--- config.mk ---
export PLATFORM = sky130hd
export DESIGN_NAME = alu_sequencer_flat
export DESIGN_NICKNAME = d
export VERILOG_FILES = /design/src/rtl/alu_ctrl_pkg.sv /design/src/rtl/alu_sequencer_if.sv /design/src/rtl/cond_eval.sv /design/src/rtl/alu_sequencer.sv /design/src/flat_wrapper.sv
export SDC_FILE = /design/constraint.sdc
export NUM_CORES = 1
export LEC_CHECK = 0
export BUFFER_PORTS_ARGS = -buffer_cell sky130_fd_sc_hd__buf_2
export CAP_MARGIN = 20
export CORE_UTILIZATION = 50
export CTS_BUF_LIST = sky130_fd_sc_hd__clkbuf_8
export DETAILED_ROUTE_END_ITERATION = 10
export PLACE_DENSITY = 0.88
export SLEW_MARGIN = 20
export SYNTH_ARGS = -nofsm -noshare
export SYNTH_HDL_FRONTEND = slang
export SYNTH_SLANG_ARGS = --single-unit
export TNS_END_PERCENT = 10
--- constraint.sdc ---
create_clock -name clk -period 2.9 [get_ports clk]
set_input_delay 0.29 -clock clk [delete_from_list [all_inputs] [get_ports clk]]
set_output_delay 0.29 -clock clk [all_outputs]
set_load 0.01 [all_outputs]
--- src/rtl/alu_ctrl_pkg.sv ---
// Shared constants for the ALU sequencer: opcodes, condition codes,
// instruction field positions and the sequencer state encoding.
package alu_ctrl_pkg;

  localparam logic [3:0] OP_ARITH_MAX = 4'h7;
  localparam logic [3:0] OP_CMP       = 4'hB;
  localparam logic [3:0] OP_MOV       = 4'hD;
  localparam logic [3:0] OP_STR       = 4'hE;

  localparam logic [3:0] CC_AL = 4'h0;
  localparam logic [3:0] CC_EQ = 4'h1;
  localparam logic [3:0] CC_GT = 4'h2;
  localparam logic [3:0] CC_LT = 4'h3;
  localparam logic [3:0] CC_GE = 4'h4;
  localparam logic [3:0] CC_LE = 4'h5;
  localparam logic [3:0] CC_HI = 4'h6;
  localparam logic [3:0] CC_LO = 4'h7;
  localparam logic [3:0] CC_HS = 4'h8;

  localparam int COND_LSB = 28;
  localparam int OPC_LSB  = 24;
  localparam int S_BIT    = 23;
  localparam int SRC_LSB  = 20;
  localparam int RD_LSB   = 16;
  localparam int RN_LSB   = 12;
  localparam int RM_LSB   = 8;
  localparam int SRB_LSB  = 3;
  localparam int IMM_LSB  = 0;

  typedef enum logic [2:0] {
    ST_IDLE = 3'd0,
    ST_READ = 3'd1,
    ST_OPER = 3'd2,
    ST_EXEC = 3'd3,
    ST_WB   = 3'd4
  } state_t;

  // Reserved opcodes fall through to the range test and are rejected.
  function automatic logic wr_eligible(input logic [3:0] op);
    case (op)
      OP_CMP, OP_STR: return 1'b0;
      OP_MOV:         return 1'b1;
      default:        return op <= OP_ARITH_MAX;
    endcase
  endfunction

endpackage

--- src/rtl/alu_sequencer_if.sv ---
// Instruction handshake, register-file and ALU control bundle between the
// sequencer (master) and its surrounding datapath (slave).
interface alu_sequencer_if;
  logic        InstrValid;
  logic        InstrReady;
  logic [31:0] Instr;
  logic [3:0]  RdAddrA;
  logic [3:0]  RdAddrB;
  logic [31:0] RdDataA;
  logic [31:0] RdDataB;
  logic [31:0] AluIn1;
  logic [31:0] AluIn2;
  logic [3:0]  AluOpcode;
  logic [3:0]  AluCond;
  logic        AluS;
  logic [2:0]  AluSR_Cont;
  logic [4:0]  AluSR_Bit;
  logic [15:0] AluImm;
  logic [31:0] AluOut;
  logic [3:0]  AluFlags;
  logic        WrEn;
  logic [3:0]  WrAddr;
  logic [31:0] WrData;

  modport master (
    input  InstrValid, Instr, RdDataA, RdDataB, AluOut, AluFlags,
    output InstrReady, RdAddrA, RdAddrB, AluIn1, AluIn2, AluOpcode, AluCond,
           AluS, AluSR_Cont, AluSR_Bit, AluImm, WrEn, WrAddr, WrData
  );

  modport slave (
    output InstrValid, Instr, RdDataA, RdDataB, AluOut, AluFlags,
    input  InstrReady, RdAddrA, RdAddrB, AluIn1, AluIn2, AluOpcode, AluCond,
           AluS, AluSR_Cont, AluSR_Bit, AluImm, WrEn, WrAddr, WrData
  );
endinterface

--- src/rtl/cond_eval.sv ---
// Combinational condition check on the two operands, using the ALU's codes.
module cond_eval
  import alu_ctrl_pkg::*;
(
  input  logic [31:0] In1,
  input  logic [31:0] In2,
  input  logic [3:0]  Cond,
  output logic        CondMet
);
  always_comb begin
    CondMet = 1'b0;
    case (Cond)
      CC_AL:   CondMet = 1'b1;
      CC_EQ:   CondMet = In1 == In2;
      CC_GT:   CondMet = $signed(In1) >  $signed(In2);
      CC_LT:   CondMet = $signed(In1) <  $signed(In2);
      CC_GE:   CondMet = $signed(In1) >= $signed(In2);
      CC_LE:   CondMet = $signed(In1) <= $signed(In2);
      CC_HI:   CondMet = In1 >  In2;
      CC_LO:   CondMet = In1 <  In2;
      CC_HS:   CondMet = In1 >= In2;
      default: CondMet = 1'b0;
    endcase
  end
endmodule

--- src/rtl/alu_sequencer.sv ---
// Five-state single-issue sequencer: fetch operands from the register file,
// drive an external ALU, write back the result and update the flag register.
module alu_sequencer
  import alu_ctrl_pkg::*;
(
  input  logic              clk,
  input  logic              rst,
  alu_sequencer_if.master   bus,
  output logic [3:0]        Flags,
  output logic              Busy
);
  state_t      state, state_nx;
  logic [31:0] ir, op_a, op_b, alu_out_q;
  logic [3:0]  alu_flags_q, rd_addr_a, rd_addr_b;
  logic [3:0]  alu_opcode, alu_cond;
  logic        alu_s;
  logic [2:0]  alu_src;
  logic [4:0]  alu_srb;
  logic [15:0] alu_imm;
  logic        cond_met, flag_upd, accept;

  cond_eval u_cond (
    .In1     (op_a),
    .In2     (op_b),
    .Cond    (alu_cond),
    .CondMet (cond_met)
  );

  assign accept   = (state == ST_IDLE) && bus.InstrValid;
  assign flag_upd = cond_met && (alu_s || alu_opcode == OP_CMP);

  always_ff @(posedge clk) begin
    if (rst) state <= ST_IDLE;
    else     state <= state_nx;
  end

  always_comb begin
    state_nx       = state;
    bus.InstrReady = 1'b0;
    Busy           = 1'b1;
    bus.WrEn       = 1'b0;
    case (state)
      ST_IDLE: begin
        bus.InstrReady = 1'b1;
        Busy           = 1'b0;
        if (bus.InstrValid) state_nx = ST_READ;
      end
      ST_READ: state_nx = ST_OPER;
      ST_OPER: state_nx = ST_EXEC;
      ST_EXEC: state_nx = ST_WB;
      ST_WB: begin
        bus.WrEn = cond_met && wr_eligible(alu_opcode);
        state_nx = ST_IDLE;
      end
      default: state_nx = ST_IDLE;
    endcase
  end

  // Every datapath register loads only in its own state, so all ALU and
  // read-address outputs hold their values for the rest of the sequence.
  always_ff @(posedge clk) begin
    if (rst) begin
      ir          <= '0;
      op_a        <= '0;
      op_b        <= '0;
      rd_addr_a   <= '0;
      rd_addr_b   <= '0;
      alu_opcode  <= '0;
      alu_cond    <= '0;
      alu_s       <= 1'b0;
      alu_src     <= '0;
      alu_srb     <= '0;
      alu_imm     <= '0;
      alu_out_q   <= '0;
      alu_flags_q <= '0;
      Flags       <= '0;
    end else begin
      if (accept) begin
        ir        <= bus.Instr;
        rd_addr_a <= bus.Instr[RN_LSB +: 4];
        rd_addr_b <= bus.Instr[RM_LSB +: 4];
      end
      if (state == ST_OPER) begin
        op_a       <= bus.RdDataA;
        op_b       <= bus.RdDataB;
        alu_opcode <= ir[OPC_LSB +: 4];
        alu_cond   <= ir[COND_LSB +: 4];
        alu_s      <= ir[S_BIT];
        alu_src    <= ir[SRC_LSB +: 3];
        alu_srb    <= ir[SRB_LSB +: 5];
        alu_imm    <= ir[IMM_LSB +: 16];
      end
      if (state == ST_EXEC) begin
        alu_out_q   <= bus.AluOut;
        alu_flags_q <= bus.AluFlags;
      end
      if (state == ST_WB && flag_upd) Flags <= alu_flags_q;
    end
  end

  assign bus.RdAddrA    = rd_addr_a;
  assign bus.RdAddrB    = rd_addr_b;
  assign bus.AluIn1     = op_a;
  assign bus.AluIn2     = op_b;
  assign bus.AluOpcode  = alu_opcode;
  assign bus.AluCond    = alu_cond;
  assign bus.AluS       = alu_s;
  assign bus.AluSR_Cont = alu_src;
  assign bus.AluSR_Bit  = alu_srb;
  assign bus.AluImm     = alu_imm;
  assign bus.WrAddr     = ir[RD_LSB +: 4];
  assign bus.WrData     = alu_out_q;
endmodule

--- src/flat_wrapper.sv ---
// flat-port wrapper written by rule: the top's interface ports become plain ports
module alu_sequencer_flat import alu_ctrl_pkg::*;
  (clk, rst, Flags, Busy, bus_InstrValid, bus_Instr, bus_RdDataA, bus_RdDataB, bus_AluOut, bus_AluFlags, bus_InstrReady, bus_RdAddrA, bus_RdAddrB, bus_AluIn1, bus_AluIn2, bus_AluOpcode, bus_AluCond, bus_AluS, bus_AluSR_Cont, bus_AluSR_Bit, bus_AluImm, bus_WrEn, bus_WrAddr, bus_WrData);
  alu_sequencer_if bus_i ();
  input  logic clk;
  input  logic rst;
  output logic [3:0] Flags;
  output logic Busy;
  input wire logic [$bits(bus_i.InstrValid)-1:0] bus_InstrValid;
  input wire logic [$bits(bus_i.Instr)-1:0] bus_Instr;
  input wire logic [$bits(bus_i.RdDataA)-1:0] bus_RdDataA;
  input wire logic [$bits(bus_i.RdDataB)-1:0] bus_RdDataB;
  input wire logic [$bits(bus_i.AluOut)-1:0] bus_AluOut;
  input wire logic [$bits(bus_i.AluFlags)-1:0] bus_AluFlags;
  output wire logic [$bits(bus_i.InstrReady)-1:0] bus_InstrReady;
  output wire logic [$bits(bus_i.RdAddrA)-1:0] bus_RdAddrA;
  output wire logic [$bits(bus_i.RdAddrB)-1:0] bus_RdAddrB;
  output wire logic [$bits(bus_i.AluIn1)-1:0] bus_AluIn1;
  output wire logic [$bits(bus_i.AluIn2)-1:0] bus_AluIn2;
  output wire logic [$bits(bus_i.AluOpcode)-1:0] bus_AluOpcode;
  output wire logic [$bits(bus_i.AluCond)-1:0] bus_AluCond;
  output wire logic [$bits(bus_i.AluS)-1:0] bus_AluS;
  output wire logic [$bits(bus_i.AluSR_Cont)-1:0] bus_AluSR_Cont;
  output wire logic [$bits(bus_i.AluSR_Bit)-1:0] bus_AluSR_Bit;
  output wire logic [$bits(bus_i.AluImm)-1:0] bus_AluImm;
  output wire logic [$bits(bus_i.WrEn)-1:0] bus_WrEn;
  output wire logic [$bits(bus_i.WrAddr)-1:0] bus_WrAddr;
  output wire logic [$bits(bus_i.WrData)-1:0] bus_WrData;
  assign bus_i.InstrValid = bus_InstrValid;
  assign bus_i.Instr = bus_Instr;
  assign bus_i.RdDataA = bus_RdDataA;
  assign bus_i.RdDataB = bus_RdDataB;
  assign bus_i.AluOut = bus_AluOut;
  assign bus_i.AluFlags = bus_AluFlags;
  assign bus_InstrReady = bus_i.InstrReady;
  assign bus_RdAddrA = bus_i.RdAddrA;
  assign bus_RdAddrB = bus_i.RdAddrB;
  assign bus_AluIn1 = bus_i.AluIn1;
  assign bus_AluIn2 = bus_i.AluIn2;
  assign bus_AluOpcode = bus_i.AluOpcode;
  assign bus_AluCond = bus_i.AluCond;
  assign bus_AluS = bus_i.AluS;
  assign bus_AluSR_Cont = bus_i.AluSR_Cont;
  assign bus_AluSR_Bit = bus_i.AluSR_Bit;
  assign bus_AluImm = bus_i.AluImm;
  assign bus_WrEn = bus_i.WrEn;
  assign bus_WrAddr = bus_i.WrAddr;
  assign bus_WrData = bus_i.WrData;
  alu_sequencer u_core (.clk(clk), .rst(rst), .bus(bus_i), .Flags(Flags), .Busy(Busy));
endmodule
==> metrics.txt <==
# TYPE chip_impl_metric gauge
chip_impl_info{name="run_status",value="finished clean"} 1
chip_impl_metric{name="fin_crit_share",unit="%"} 99.3
chip_impl_metric{name="ys_async_sr_fraction",unit="%"} 0
chip_impl_metric{name="dpl.hpwl",unit="mm"} 12.9
chip_impl_info{name="min_to",value="u_core.bus.AluIn1[20]$_SDFFE_PP0N_"} 1
chip_impl_metric{name="whs_path_depth",unit=""} 3
chip_impl_metric{name="grt_antenna_before_repair",unit=""} 0
chip_impl_metric{name="post_layout_nonfiller_instances",unit=""} 1323
chip_impl_info{name="critPathKind",value="flip-flop to output port"} 1
chip_impl_metric{name="setup_violations",unit=""} 0
chip_impl_info{name="postSynth.topFlopCell",value="dfxtp_1"} 1
chip_impl_metric{name="gr-total-overflow",unit=""} 0
chip_impl_info{name="worstSetupStartpointType",value="flip-flop"} 1
chip_impl_metric{name="multiInputGateArea",unit="um2"} 3220
chip_impl_info{name="crit-reg2reg-capture",value="u_core.Flags[2]$_SDFFE_PP0P_"} 1
chip_impl_info{name="cts.root.buffer_cell",value="clkbuf_8"} 1
chip_impl_metric{name="die_w",unit="um"} 119
chip_impl_metric{name="floorplan.initialDensity",unit="%"} 51.6
chip_impl_metric{name="yosysWarnings",unit=""} 0
chip_impl_metric{name="post-place-cells",unit=""} 1278
chip_impl_metric{name="cts.sink_count",unit=""} 167
chip_impl_metric{name="worstPathMaxFanout",unit=""} 3
chip_impl_metric{name="dieHeight",unit="um"} 119
chip_impl_info{name="cts_tree",value="yes"} 1
chip_impl_metric{name="drive_above_1_share",unit="%"} 33.8
chip_impl_metric{name="post-route-drc-count",unit=""} 0
chip_impl_info{name="startpoint_of_the_lowest_slack_register_to_register_path",value="u_core.bus.AluIn2[18]$_SDFFE_PP0N_"} 1
chip_impl_metric{name="synthesis.instances",unit=""} 885
chip_impl_metric{name="final_hold_viol_count",unit=""} 0
chip_impl_metric{name="mappedNetlistNets",unit=""} 1052
chip_impl_metric{name="clock_skew",unit="ns"} 0.0117
chip_impl_metric{name="floorplan.core_area",unit="um2"} 13300
chip_impl_metric{name="synth.avg_cell_area",unit="um2"} 7.75
chip_impl_info{name="layout_commonest_cell",value="nand2_1"} 1
chip_impl_metric{name="edff_count_synth",unit=""} 0
chip_impl_metric{name="number_of_buffer_cells_added_on_primary_ports",unit=""} 282
chip_impl_metric{name="worstPathRequired",unit="ns"} 2.61
chip_impl_metric{name="syn_area",unit="um2"} 6860
chip_impl_metric{name="portion_of_the_post_synthesis_area_used_by_sequential_elements",unit="%"} 48.8
chip_impl_metric{name="seqCellArea",unit="um2"} 3370
chip_impl_metric{name="wirelength",unit="mm"} 18.7
chip_impl_metric{name="maximum_number_of_pins_on_one_net_before_global_route_repair",unit=""} 93
chip_impl_metric{name="tritoncts.num_buffers",unit=""} 17
chip_impl_info{name="rsz0062_at_grt",value="true"} 1
chip_impl_metric{name="syn_to_final_growth",unit="%"} 29.8
chip_impl_metric{name="nets",unit=""} 1301
chip_impl_metric{name="worst_skew_pair_latency",unit="ns"} 0.45
chip_impl_metric{name="holdBufCountCts",unit=""} 0
chip_impl_metric{name="nFillCells",unit=""} 1101
chip_impl_info{name="final_cell_mix",value="nand2_1 (328), buf_2 (281), a21oi_1 (170)"} 1
chip_impl_metric{name="drtPass1Iterations",unit=""} 6
chip_impl_metric{name="static-leakage-power",unit="nW"} 4.00
chip_impl_metric{name="clk_transition_reported_paths",unit="ns"} 0.09
chip_impl_metric{name="setup.reg_to_reg.worst_slack",unit="ns"} 0.38
chip_impl_metric{name="antenna_cells",unit=""} 0
chip_impl_metric{name="wl_per_cell",unit="um"} 14.1
chip_impl_metric{name="drt_iter0_markers",unit=""} 377
chip_impl_metric{name="synth.distinct_cells",unit=""} 41
chip_impl_info{name="crit_path_end_kind",value="output port"} 1
chip_impl_metric{name="globalRouteTotalUtil",unit="%"} 25.7
chip_impl_metric{name="total_die_area",unit="um2"} 14200
chip_impl_metric{name="cellPowerDensity",unit="nW/um2"} 566
chip_impl_metric{name="tightest_slew",unit="ns"} 1.02
chip_impl_metric{name="grt_first_pass_wirelength",unit="mm"} 29.0
chip_impl_metric{name="relSlewSlack",unit="%"} 32.1
chip_impl_metric{name="number_of_global_route_vias_before_repair",unit=""} 6203
chip_impl_info{name="hold_path_class",value="primary input to flip-flop"} 1
chip_impl_metric{name="power.total",unit="mW"} 5.04
chip_impl_metric{name="via_count",unit=""} 6697
chip_impl_metric{name="ff2ff_path_depth",unit=""} 9
chip_impl_metric{name="io-pin-count",unit=""} 283
chip_impl_metric{name="synth.ff_latch_count",unit=""} 167
chip_impl_metric{name="timing.max_cap.violations",unit=""} 0
chip_impl_metric{name="clk_path_buf_depth",unit=""} 2
chip_impl_info{name="hold_path_startpoint",value="bus_RdDataA[20]"} 1
chip_impl_metric{name="detail-route-antenna-nets",unit=""} 0
chip_impl_metric{name="arrival",unit="ns"} 2.59
chip_impl_metric{name="place_worst_setup_slack",unit="ns"} 0.292
chip_impl_metric{name="time_the_worst_path_needs_with_i_o_delays_and_setup",unit="ns"} 2.88
chip_impl_metric{name="htree_num_levels",unit=""} 4
chip_impl_metric{name="place.gp.congestion",unit=""} 0.859
chip_impl_metric{name="rows",unit=""} 42
chip_impl_metric{name="maxClockFrequency",unit="MHz"} 347
chip_impl_metric{name="max_slew_violations",unit=""} 0
chip_impl_metric{name="worst_ir_drop_vdd",unit="uV"} 502
chip_impl_metric{name="detail_route.vias_per_cell",unit=""} 5.06
chip_impl_metric{name="final.setup.worst_slack",unit="ns"} 0.0210
-- timing repair --
item,4_1_cts,5_1_grt
pin swaps,14,12
setup buffers,8,6
endpoints found under the setup margin,1,1
resized for setup,27,20
-- kinds of logic (layout without fill, tap and decap cells) --
group	after synthesis	in the layout	share of synthesized area [%]
and+or+nand+nor	377	377	22.3
muxes	6	6	0.931
xor gates and xnor gates	3	3	0.383
DFF	167	167	48.8
buffers and inverters	106	368	6.75
adders and majority gates	32	32	5.84
AOI/OAI and AO/OA	194	194	15.0
-- report_power, final --
| part | leakage [nW] | internal (mW) | switching (mW) |
|---|---|---|---|
| logic | 2.45 | 0.432 | 0.566 |
| clock network | 0.185 | 0.640 | 0.895 |
| registers | 1.37 | 2.42 | 0.0909 |
| total | 4.00 | 3.49 | 1.55 |
-- per-stage QoR --
step / utilization [%] / area [um2] / setup TNS (ns) / hold WS, ns
2_1_floorplan: - / 6860 / 0 / 0.426
3_3_place_gp: 62.0 / 8250 / 0 / 0.438
3_5_place_dp: 62.0 / 8250 / 0 / 0.443
4_1_cts: 66.1 / 8790 / 0 / 0.0412
5_1_grt: 66.9 / 8900 / -0.109 / 0.0300
6_report: 66.9 / 8900 / 0 / 0.0626
-- Yosys cell counts, types with 2 or more instances --
cell type | instances | area, um2
nand2_1 | 329 | 1230
nand3_1 | 5 | 25.0
nand4_1 | 6 | 37.5
a21o_1 | 3 | 22.5
xnor2_1 | 2 | 17.5
a21oi_1 | 173 | 866
and4_1 | 2 | 17.5
buf_4 | 17 | 128
and2_1 | 2 | 12.5
a22oi_1 | 2 | 15.0
nor2_1 | 13 | 48.8
dfxtp_1 | 167 | 3340
nand2b_1 | 8 | 50.1
ha_1 | 32 | 400
inv_1 | 33 | 124
nor3_1 | 4 | 20.0
o21ai_0 | 4 | 20.0
clkbuf_1 | 51 | 191
a221oi_1 | 2 | 17.5
buf_1 | 4 | 15.0
a21boi_0 | 2 | 15.0
mux2i_1 | 5 | 50.1
-- flip-flops by register name (all words and copies together) (netlist names) --
signal	count
u_core.bus.WrData	32
u_core.bus.AluIn1	32
u_core.alu_flags_q	4
u_core.bus.AluCond	4
u_core.bus.AluOpcode	4
u_core.ir	26
u_core.bus.RdAddrB	3
u_core.Flags	4
u_core.bus.AluIn2	32
u_core.bus.RdAddrA	3
u_core.state	3
u_core.bus.AluS	1
u_core.bus.AluSR_Cont	3
u_core.bus.AluImm	16
-- worst max path at each step --
stage	start	to	cells after the start
floorplan	u_core.bus.AluIn2[1]$_SDFFE_PP0N_	bus_WrEn	9
global placement	u_core.bus.AluIn2[29]$_SDFFE_PP0N_	bus_WrEn	10
detailed placement	u_core.bus.AluIn2[1]$_SDFFE_PP0N_	bus_WrEn	10
CTS	u_core.bus.AluIn2[3]$_SDFFE_PP0N_	bus_WrEn	9
global route	u_core.bus.AluIn2[22]$_SDFFE_PP0N_	bus_WrEn	9
finish	u_core.bus.AluIn2[25]$_SDFFE_PP0N_	bus_WrEn	9
-- routing by layer --
metal / wire length (um) / vias to the layer above / track usage, %
met5: 0 / - / 0
met4: 378 / 0 / 8.94
li1: - / 3352 / -
met3: 1310 / 28 / 7.90
met1: 7670 / 3059 / 29.1
met2: 9300 / 258 / 45.4
-- layout make-up --
class | instances | share of cell area (%)
inverters | 33 | 1.39
well taps | 176 | 2.47
clock inverters | 14 | 1.36
multi-input cells | 612 | 36.1
repair buffers | 303 | 17.9
flip-flops and latches | 167 | 37.9
clock buffers | 18 | 2.78
-- critical path, cell delays in order (launching register included) --
cell	delay, ns
dfxtp_2	0.35
inv_1	0.04
ha_1	0.28
nand4_1	0.17
and4bb_2	0.39
o311a_1	0.23
nor4_4	0.07
a21o_2	0.20
a221oi_2	0.22
buf_2	0.19
Note: power is estimated with default switching activity, not from simulation.
